**src/rtl/vga_pixel_prefetch.sv**
```systemverilog
// Framebuffer prefetch stage for vga_generator: raster-order reads over a req/gnt
// port into a small pixel FIFO, restarting from pixel 0 on every frame_start.
module vga_pixel_prefetch #(
  parameter int unsigned IMG_PIXELS = 90000,
  parameter int unsigned ADDR_W     = 18,
  parameter int unsigned BASE_ADDR  = 0,
  parameter int unsigned FIFO_DEPTH = 16
) (
  input  logic                        clk,
  input  logic                        reset_n,
  input  logic                        frame_start,
  input  logic                        pixel_pop,
  output logic [7:0]                  color,
  output logic                        mem_req,
  output logic [ADDR_W-1:0]           mem_addr,
  input  logic                        mem_gnt,
  input  logic                        mem_rvalid,
  input  logic [7:0]                  mem_rdata,
  output logic [$clog2(FIFO_DEPTH):0] fifo_level,
  output logic                        underflow
);

  localparam int unsigned PTR_W = $clog2(FIFO_DEPTH);
  localparam int unsigned LVL_W = PTR_W + 1;
  localparam int unsigned SUM_W = LVL_W + 1;

  localparam logic [1:0] ST_IDLE  = 2'd0;
  localparam logic [1:0] ST_FETCH = 2'd1;
  localparam logic [1:0] ST_DONE  = 2'd2;

  logic [1:0]        state, state_nxt;
  logic [ADDR_W-1:0] issued, issued_nxt;
  logic [LVL_W-1:0]  outstanding, outstanding_nxt;
  logic [LVL_W-1:0]  drop_cnt, drop_cnt_nxt;
  logic [LVL_W-1:0]  level_nxt;
  logic [PTR_W-1:0]  wr_ptr, wr_ptr_nxt;
  logic [PTR_W-1:0]  rd_ptr, rd_ptr_nxt;
  logic [7:0]        color_nxt;
  logic              underflow_nxt;
  logic              mem_req_nxt;
  logic [ADDR_W-1:0] mem_addr_nxt;
  logic [SUM_W-1:0]  stale;
  logic [SUM_W-1:0]  credit_sum;

  logic [7:0] fifo_mem [FIFO_DEPTH];

  logic gnt_acc;
  logic fifo_empty;
  logic resp_keep;
  logic resp_drop;
  logic fifo_push;
  logic pop_hit;

  assign gnt_acc    = mem_req & mem_gnt;
  assign fifo_empty = (fifo_level == '0);
  assign resp_keep  = mem_rvalid & (drop_cnt == '0);
  assign resp_drop  = mem_rvalid & (drop_cnt != '0);
  assign fifo_push  = resp_keep & ~frame_start;
  assign pop_hit    = pixel_pop & ~fifo_empty;

  // Next-state, FIFO bookkeeping and registered-output computation
  always_comb begin
    state_nxt       = state;
    issued_nxt      = issued;
    outstanding_nxt = outstanding;
    drop_cnt_nxt    = drop_cnt;
    level_nxt       = fifo_level;
    wr_ptr_nxt      = wr_ptr;
    rd_ptr_nxt      = rd_ptr;
    color_nxt       = color;
    underflow_nxt   = underflow;
    stale           = '0;

    if (frame_start) begin
      // Everything still in flight from the old frame must be discarded on return
      stale = SUM_W'(drop_cnt) + SUM_W'(outstanding) + SUM_W'(gnt_acc)
              - SUM_W'(mem_rvalid);
      state_nxt       = ST_FETCH;
      issued_nxt      = '0;
      outstanding_nxt = '0;
      drop_cnt_nxt    = LVL_W'(stale);
      level_nxt       = '0;
      wr_ptr_nxt      = '0;
      rd_ptr_nxt      = '0;
      underflow_nxt   = 1'b0;
    end else begin
      case (state)
        ST_FETCH: begin
          if (gnt_acc && (issued == ADDR_W'(IMG_PIXELS - 1))) begin
            state_nxt = ST_DONE;
          end
        end
        ST_IDLE, ST_DONE: state_nxt = state;
        default:          state_nxt = ST_IDLE;
      endcase

      if (gnt_acc) begin
        issued_nxt = issued + ADDR_W'(1);
      end
      if (resp_drop) begin
        drop_cnt_nxt = drop_cnt - LVL_W'(1);
      end
      outstanding_nxt = outstanding + LVL_W'(gnt_acc) - LVL_W'(resp_keep);

      if (resp_keep) begin
        wr_ptr_nxt = wr_ptr + PTR_W'(1);
      end
      if (pop_hit) begin
        color_nxt  = fifo_mem[rd_ptr];
        rd_ptr_nxt = rd_ptr + PTR_W'(1);
      end else if (pixel_pop) begin
        color_nxt     = 8'd0;
        underflow_nxt = 1'b1;
      end
      level_nxt = fifo_level + LVL_W'(resp_keep) - LVL_W'(pop_hit);
    end

    // Credit: every granted read is guaranteed a FIFO slot when it returns
    credit_sum  = SUM_W'(level_nxt) + SUM_W'(outstanding_nxt);
    mem_req_nxt = 1'b0;
    if (state_nxt == ST_FETCH) begin
      mem_req_nxt = (mem_req & ~mem_gnt & ~frame_start)
                  | (credit_sum < SUM_W'(FIFO_DEPTH));
    end
    mem_addr_nxt = ADDR_W'(BASE_ADDR) + issued_nxt;
  end

  // State and output registers
  always_ff @(posedge clk) begin
    if (!reset_n) begin
      state       <= ST_IDLE;
      issued      <= '0;
      outstanding <= '0;
      drop_cnt    <= '0;
      fifo_level  <= '0;
      wr_ptr      <= '0;
      rd_ptr      <= '0;
      color       <= 8'd0;
      underflow   <= 1'b0;
      mem_req     <= 1'b0;
      mem_addr    <= ADDR_W'(BASE_ADDR);
    end else begin
      state       <= state_nxt;
      issued      <= issued_nxt;
      outstanding <= outstanding_nxt;
      drop_cnt    <= drop_cnt_nxt;
      fifo_level  <= level_nxt;
      wr_ptr      <= wr_ptr_nxt;
      rd_ptr      <= rd_ptr_nxt;
      color       <= color_nxt;
      underflow   <= underflow_nxt;
      mem_req     <= mem_req_nxt;
      mem_addr    <= mem_addr_nxt;
    end
  end

  // Pixel storage; contents need no reset since level/pointers gate every read
  always_ff @(posedge clk) begin
    if (reset_n && fifo_push) begin
      fifo_mem[wr_ptr] <= mem_rdata;
    end
  end

endmodule

```
**config.mk**
```make
export PLATFORM = sky130hd
export DESIGN_NAME = vga_pixel_prefetch
export DESIGN_NICKNAME = d
export VERILOG_FILES = /design/src/rtl/vga_pixel_prefetch.sv
export SDC_FILE = /design/constraint.sdc
export NUM_CORES = 1
export LEC_CHECK = 0
export BUFFER_PORTS_ARGS = -buffer_cell sky130_fd_sc_hd__buf_2
export CORE_UTILIZATION = 27
export DETAILED_ROUTE_END_ITERATION = 8
export GPL_TIMING_DRIVEN = 0
export PLACE_DENSITY = 0.41
export SETUP_SLACK_MARGIN = 0.5
export SYNTH_ARGS = -nofsm -noshare
export SYNTH_HDL_FRONTEND = slang
export SYNTH_SLANG_ARGS = --single-unit
```
**constraint.sdc**
```tcl
create_clock -name clk -period 6.87 [get_ports clk]
set_input_delay 1.374 -clock clk [delete_from_list [all_inputs] [get_ports clk]]
set_output_delay 1.374 -clock clk [all_outputs]
set_load 0.01 [all_outputs]
```
==> flow_summary_export.csv, run 1 <==
group,metric,value,unit
power_and_ir_drop,power.density,319,nW/um^2
critical_path,critPathCaptureType,"register",
power_and_ir_drop,leakagePower,3.14,nW
floorplan,core,28900,um^2
grt,groute.layer.met3.usage,0.0331,
yosys,synth_flop_cell,"sky130_fd_sc_hd__edfxtp_1",
grt,globalRoute.totalOverflow,0,
placed_design,numPortBuffers,45,
power_and_ir_drop,power,0.00296,W
yosys,synthesis.nets,610,
cts,clock_insertion_delay_worst_skew,0.43,ns
yosys,synthXorXnorAreaFrac,0.0287,
floorplan,pin_count,47,
floorplan,fp.dieArea,30100,um^2
yosys,synth_edf_count,128,
sta,max_slew.worst_pin.slew,1.24,ns
yosys,synth-adder-area-share,0.0558,
sta,crit_path_time_final,4.26,ns
yosys,synth_seq_cells,185,
yosys,synth_top_cell_area_share,0.484,
cts,cts_buffer_depth,2,
yosys,synth_area_in_compound_gates,0.0509,
critical_path,regToRegStartpoint,"drop_cnt[0]",
critical_path,slack_of_the_worst_reg_to_reg_path,2.87,ns
floorplan,start_util,0.275,
grt,use_met2,0.208,
sta,post-route-period-util,0.620,
critical_path,arrival,4.58,ns
sta,finClkSkew,0.0112,ns
sta,maximum_clock_rate,235,MHz
route,drc,0,
cells_and_area,antenna-diode-count,0,
yosys,synth.yosys.warnings,0,
cts,cts-resized-gates,0,
critical_path,worstReg2RegEnd,"mem_req",
grt,global_route_wire_length_before_repair,28200,um
run_status,outcome,"completed",
cells_and_area,final-instance-count-excl-fill,1026,
grt,grt_pass1_vias,4884,
route,route.antenna.remaining_nets,0,
placed_design,dpl.cell_count,994,
critical_path,crit_start,"mem_rvalid",
yosys,synth.top_cells.by_area,"sky130_fd_sc_hd__edfxtp_1, sky130_fd_sc_hd__dfxtp_1, sky130_fd_sc_hd__mux4_2, sky130_fd_sc_hd__ha_1, sky130_fd_sc_hd__nor2_1",
yosys,synthMuxAreaShare,0.103,
route,detail_route.wl_per_cell,17.4,um
critical_path,worst-path-max-fanout,10,
route,routed_wirelength,17800,um
route,drtPass1Iterations,4,
grt,busiest_layer,"met2",
yosys,synth_top_family_by_area,"simple AND/OR/NAND/NOR gates",
route,via_count,4711,
yosys,fraction_of_synthesis_flops_using_an_asynchronous_set_or_reset_pin,0,
cts,root_buffer,"sky130_fd_sc_hd__clkbuf_16",
cells_and_area,final_util,0.321,
floorplan,die_w,174,um
sta,report.final.slew_viol_count,0,
cells_and_area,layout-drive-gt1-share,0.192,
hold_path,hold_path_class,"register to register",
yosys,seq_area_frac_synth,0.628,
sta,tns,0,ns
grt,grt_antenna_before_repair,0,
floorplan,fp.dieH,174,um
cts,ctsHtreeMaxLevel,4,
yosys,syn-mean-instance-area,14.1,um^2
critical_path,critPathKind,"input port to register",
grt,use_met1,0.162,
critical_path,reg2reg_depth,19,
cts,cts.sinks,185,
route,iteration_0_drc_count_of_the_detailed_router,265,
cts,clock_tree_from_tritoncts,"built",
cts,clock_transition_at_the_registers_of_the_reported_paths,0.07,ns
grt,grt_start_max_net_pins,20,
cells_and_area,nNetsFinal,676,
grt,grt_total_usage,0.124,
sta,maxSlewHeadroom,0.166,
cells_and_area,area_overhead_of_the_layout_relative_to_synthesis,16.7,%
yosys,post_synth_inst_count,563,
placed_design,detailed_place_hpwl,12600,um
run,cap_violations,0,
yosys,mappedNetlistArea,7940,um^2
critical_path,startpoint_type,"input port",
yosys,synth_simple_gate_area_share,0.105,
cts,numCtsBuffers,17,
sta,final-hold-violation-count,0,
cts,cts_hold_buffers,0,
placed_design,gp_congestion,0.793,
power_and_ir_drop,peakVddDrop,0.241,mV
yosys,netlist.top_cell.by_area,"sky130_fd_sc_hd__edfxtp_1",
route,drt-vias-per-instance,4.59,
cts,postCtsSetupRepairBufs,0,
yosys,yosysUniqueCellTypes,50,
critical_path,critical_path.endpoint,"mem_req",
sta,rsz0062_at_grt,"false",
floorplan,core.rowCount,62,
critical_path,cp.required,7.19,ns
sta,timing.final.setup_violations,0,
[metrics by stage]
step	hold slack [ns]	cell area (um^2)	worst slack [ns]
after global placement	0.452	8650	2.05
after floorplan	0.440	7940	2.66
after global routing	0.500	9270	2.36
after CTS	0.474	9260	2.51
after detailed placement	0.460	8660	2.04
final	0.476	9270	2.61
[power breakdown]
part,leakage (nW),total [W],internal [W],switching (W)
logic,1.23,0.000679,0.000305,0.000373
registers,1.61,0.00128,0.00123,0.0000432
clock network,0.292,0.00101,0.000526,0.000479
total,3.14,0.00296,0.00207,0.000896
[flip-flops by register name, indices dropped and copies added (netlist names), 4 cells and up, named ones only]
signal       cells
rd_ptr           4
outstanding      5
wr_ptr           4
issued          18
fifo_mem       128
drop_cnt         5
color            8
fifo_level       5
[layout make-up]
type | instances | area (um^2)
clock buffers | 18 | 429
plain buffers | 24 | 98.8
inverters | 34 | 128
repair buffers | 47 | 238
flip-flops and latches | 185 | 4980
multi-input cells | 320 | 2740
well taps | 384 | 480
clock inverters | 14 | 168
fillers | 2922 | 19600
[layer usage]
layer / routed length (um) / share of wire / vias up
li1: - / - / 2249
met1: 8190 / 0.46 / 2360
met2: 8890 / 0.50 / 88
met3: 624 / 0.035 / 14
met4: 125 / 0.0070 / 0
met5: 0 / 0 / -
[critical path, cell delays in order]
cell	delay [ns]
sky130_fd_sc_hd__buf_2	0.11
sky130_fd_sc_hd__clkbuf_1	0.33
sky130_fd_sc_hd__and2_1	0.18
sky130_fd_sc_hd__buf_2	0.19
sky130_fd_sc_hd__inv_1	0.11
sky130_fd_sc_hd__ha_1	0.30
sky130_fd_sc_hd__inv_1	0.06
sky130_fd_sc_hd__ha_1	0.16
sky130_fd_sc_hd__inv_1	0.05
sky130_fd_sc_hd__fa_1	0.39
sky130_fd_sc_hd__nand2b_1	0.16
sky130_fd_sc_hd__a21oi_1	0.19
sky130_fd_sc_hd__o21a_1	0.16
sky130_fd_sc_hd__nor3_1	0.06
sky130_fd_sc_hd__ha_1	0.30
sky130_fd_sc_hd__nor3_1	0.04
sky130_fd_sc_hd__and3_1	0.19
sky130_fd_sc_hd__o221a_2	0.24
[worst min-delay path by stage]
| stage | start | cells after the start | to |
|---|---|---|---|
| after floorplan | state[1] | 2 | state[1] |
| after global placement | state[1] | 2 | state[1] |
| after detailed placement | state[1] | 2 | state[1] |
| after CTS | state[1] | 2 | state[1] |
| after global routing | color[3] | 2 | color[3] |
| final | state[1] | 2 | state[1] |
[cell families (layout without fill, tap and decap cells)]
family | Yosys count | in the layout
AO/OA/AOI/OAI | 59 | 59
XOR/XNOR | 26 | 26
adder cells (fa/ha/maj) | 33 | 33
buffers and inverters | 58 | 137
flip-flops | 185 | 185
multiplexers | 42 | 42
AND/OR/NAND/NOR | 160 | 160
[layout by cell type, fill, tap and decap left out, drive strengths merged, types with 2 or more instances in the layout]
cell and count:
a22oi 8, nor4b 5, clkinv 2, nor3 15
dfxtp 57, and3 4, inv 44, o211ai 13
or4b 3, ha 29, nand4 6, xnor2 15
and2 5, mux4 32, edfxtp 128, buf 54
nand2 31, or4 5, a21o 5, nand3 19
a21boi 2, a21oi 15, xor2 11, nand2b 7
mux2i 10, nor2 42, nor4 4, fa 4
clkbuf 35, nor3b 4, o21a 4, o21ai 4
or3 3, nor2b 3
[synth_stat cells (2+ instances only)]
library cell and instances:
sky130_fd_sc_hd__edfxtp_1 128, sky130_fd_sc_hd__dfxtp_1 57, sky130_fd_sc_hd__nor2_1 42, sky130_fd_sc_hd__inv_1 34, sky130_fd_sc_hd__mux4_2 32, sky130_fd_sc_hd__nand2_1 31
sky130_fd_sc_hd__ha_1 29, sky130_fd_sc_hd__nand3_1 18, sky130_fd_sc_hd__clkbuf_1 16, sky130_fd_sc_hd__a21oi_1 15, sky130_fd_sc_hd__nor3_1 15, sky130_fd_sc_hd__xnor2_1 15
sky130_fd_sc_hd__o211ai_1 13, sky130_fd_sc_hd__xor2_1 11, sky130_fd_sc_hd__mux2i_1 10, sky130_fd_sc_hd__a22oi_1 8, sky130_fd_sc_hd__nand2b_1 7, sky130_fd_sc_hd__buf_2 6
sky130_fd_sc_hd__nand4_1 6, sky130_fd_sc_hd__a21o_1 5, sky130_fd_sc_hd__and2_1 5, sky130_fd_sc_hd__nor4b_1 5, sky130_fd_sc_hd__or4_1 5, sky130_fd_sc_hd__and3_1 4
sky130_fd_sc_hd__fa_1 4, sky130_fd_sc_hd__nor3b_1 4, sky130_fd_sc_hd__nor4_1 4, sky130_fd_sc_hd__o21a_1 4, sky130_fd_sc_hd__o21ai_0 4, sky130_fd_sc_hd__nor2b_1 3
sky130_fd_sc_hd__a21boi_1 2, sky130_fd_sc_hd__or3_1 2, sky130_fd_sc_hd__or4b_1 2
Note: power is estimated with default switching activity, not from simulation.
==> run 2, diff against run 1 <==
Settings changed: ABC_AREA set to 1, PLACE_DENSITY 0.41 to 0.42.
Clock period 6.87 ns to 3.6 ns, I/O delays scaled along.
==> flow_summary_export.csv, run 2 <==
group,metric,value,unit
run_status,outcome,"completed",
critical_path,cp.required,3.92,ns
power_and_ir_drop,power.density,600,nW/um^2
floorplan,die_w,182,um
critical_path,arrival,3.23,ns
cells_and_area,area_overhead_of_the_layout_relative_to_synthesis,17.3,%
critical_path,cp_top_family,"adder cells",
floorplan,core,31600,um^2
cells_and_area,layout-drive-gt1-share,0.158,
yosys,synthesis.nets,1012,
yosys,post_synth_inst_count,965,
cells_and_area,largest_register_ffs,128,
cts,clock_insertion_delay_worst_skew,0.43,ns
yosys,synth.top_cells.by_count,"sky130_fd_sc_hd__nand2_1, sky130_fd_sc_hd__inv_1, sky130_fd_sc_hd__edfxtp_1, sky130_fd_sc_hd__nand3_1, sky130_fd_sc_hd__nor2_1",
cts,cts_hold_buffers,0,
critical_path,startpoint_type,"register",
route,detail_route.wl_per_cell,16.0,um
cts,clock_transition_at_the_registers_of_the_reported_paths,0.07,ns
placed_design,numPortBuffers,46,
critical_path,cp_cell_sequence,"inv_4, ha_4, nand3b_4, nor2_4, clkinv_4, ha_4, inv_1, ha_2, inv_1, fa_2, nor2_1, ha_1, nand2_1, o21bai_1, a21o_1, nand2_2, a21oi_2, nor2_1",
grt,globalRoute.totalOverflow,0,
cells_and_area,layout_top_registers,"fifo_mem: 128 flops, issued: 18 flops, color: 8 flops",
yosys,synth_seq_cells,185,
floorplan,fp.dieH,182,um
sta,post-route-period-util,0.808,
route,routed_wirelength,23400,um
yosys,synth.yosys.warnings,0,
route,route.antenna.remaining_nets,0,
sta,finClkSkew,0.0165,ns
sta,crit_path_time_final,2.91,ns
critical_path,worst_path_max_delay_cell,"sky130_fd_sc_hd__fa_2",
power_and_ir_drop,power_frac_clock,0.285,
floorplan,core.rowCount,65,
power_and_ir_drop,switching_power,0.00208,W
sta,final-hold-violation-count,0,
cts,clock_tree_from_tritoncts,"built",
floorplan,pin_count,47,
route,drt-vias-per-instance,4.36,
cts,numCtsBuffers,17,
yosys,synth_top_cell_area_share,0.440,
route,drc,0,
cts,root_buffer,"sky130_fd_sc_hd__clkbuf_16",
grt,grt_pass1_vias,6186,
yosys,seq_area_frac_synth,0.571,
yosys,synth_flop_cell,"sky130_fd_sc_hd__edfxtp_1",
yosys,netlist.top_cell.by_area,"sky130_fd_sc_hd__edfxtp_1",
power_and_ir_drop,sequentialPowerShare,0.398,
cts,cts_buffer_depth,2,
cells_and_area,top_library_cells_by_usage_in_the_layout_fill_and_taps_aside,"sky130_fd_sc_hd__nand2_1, sky130_fd_sc_hd__inv_1, sky130_fd_sc_hd__edfxtp_1",
grt,grt_total_usage,0.149,
sta,max_slew.worst_pin.slew,1.36,ns
sta,maxSlewHeadroom,0.0883,
floorplan,fp.dieArea,33000,um^2
placed_design,postPlaceCellArea,9470,um^2
grt,grt_start_max_net_pins,17,
yosys,synth_edf_count,128,
hold_path,hold_path_class,"register to register",
sta,maximum_clock_rate,344,MHz
cts,cts.sinks,185,
cells_and_area,regMostFlops,"fifo_mem",
yosys,yosysUniqueCellTypes,36,
yosys,most_numerous_cell_in_the_yosys_netlist,"sky130_fd_sc_hd__nand2_1",
cells_and_area,final_design_area_no_fill,10200,um^2
cells_and_area,antenna-diode-count,0,
cts,ctsHtreeMaxLevel,4,
power_and_ir_drop,power.switching_fraction,0.339,
power_and_ir_drop,share_comb_of_total_power,0.317,
route,via_count,6369,
route,drtPass1Iterations,5,
critical_path,critPathKind,"register to register",
placed_design,detailed_place_hpwl,16100,um
yosys,syn-mean-instance-area,9.04,um^2
yosys,fraction_of_synthesis_flops_using_an_asynchronous_set_or_reset_pin,0,
sta,timing.final.setup_violations,0,
yosys,mappedNetlistArea,8730,um^2
power_and_ir_drop,leakagePower,4.31,nW
placed_design,gp_congestion,0.833,
floorplan,start_util,0.276,
run,cap_violations,0,
grt,global_route_wire_length_before_repair,36700,um
power_and_ir_drop,p_int,0.00406,W
grt,grt_antenna_before_repair,0,
power_and_ir_drop,peakVddDrop,0.295,mV
route,iteration_0_drc_count_of_the_detailed_router,534,
cells_and_area,nNetsFinal,1094,
sta,report.final.slew_viol_count,0,
critical_path,worst-path-max-fanout,4,
cells_and_area,layout_commonest_cell,"sky130_fd_sc_hd__nand2_1",
critical_path,slowest_delay,0.55,ns
critical_path,critPathCaptureType,"register",
yosys,synth.top_cells.by_area,"sky130_fd_sc_hd__edfxtp_1, sky130_fd_sc_hd__dfxtp_1, sky130_fd_sc_hd__nand2_1, sky130_fd_sc_hd__inv_1, sky130_fd_sc_hd__nand3_1",
sta,rsz0062_at_grt,"false",
critical_path,cp.buffers_inverters,4,
power_and_ir_drop,power,0.00614,W
run 2: per-layer routing:
layer  part of all wire  track usage
met2               0.47        0.242
met1               0.47        0.201
met4              0.017       0.0427
met3              0.039       0.0307
met5                  0            0
run 2: final cells by class:
type | count | area [um^2]
Buffer | 31 | 155
Clock buffer | 18 | 429
Clock inverter | 12 | 95.1
Fill cell | 3332 | 21400
Inverter | 175 | 667
Multi-Input combinational cell | 574 | 3040
Sequential cell | 185 | 4990
Tap cell | 402 | 503
Timing Repair Buffer | 63 | 358
run 2: logic make-up after synthesis:
family	after synthesis	share of synthesized area
AO/OA/AOI/OAI	72	0.0433
XOR/XNOR	9	0.00903
adder cells (fa/ha/maj)	33	0.0508
buffers and inverters	206	0.0931
flip-flops	185	0.571
AND/OR/NAND/NOR	460	0.233
run 2: tightest hold or removal path: cells and delay by family, from the launching register on:
kind                   cells  cell delay, ns
AO/OA/AOI/OAI              1            0.06
buffers and inverters      1            0.05
flip-flops                 1            0.31
run 2: final timing paths:
path / from / depth (start not counted) / slack [ns] / to
max: drop_cnt[0] / 18 / 0.69 / mem_req
min: underflow / 2 / 0.46 / underflow
max reg2reg: drop_cnt[0] / 18 / 0.69 / mem_req
min reg2reg: underflow / 2 / 0.46 / underflow
run 2: metrics by stage:
step	hold slack, ns	utilization	std cells	worst slack, ns	TNS [ns]
after global routing	0.493	0.324	1460	0.501	0
after CTS	0.466	0.319	1452	0.508	0
final	0.456	0.324	1460	0.692	0
after detailed placement	0.455	0.299	1413	-0.0201	-0.0201
after global placement	0.451	0.299	1413	0.0270	0
after floorplan	0.440	-	965	0.612	0
run 2: power groups by stage:
stage / clock network [W] / logic (W) / registers [W]
final: 0.00175 / 0.00194 / 0.00245
after global placement: 0 / 0.00160 / 0.00249
after CTS: 0.00180 / 0.00180 / 0.00244
after global routing: 0.00188 / 0.00225 / 0.00246
after floorplan: 0 / 0.00110 / 0.00249
after detailed placement: 0 / 0.00161 / 0.00249
run 2: timing repair:
item | CTS | global route
gates resized for setup | 14 | 24
setup endpoints to repair | 1 | 2
setup buffers | 9 | 8
hold endpoints to repair | 0 | 0
pin swaps | 8 | 12
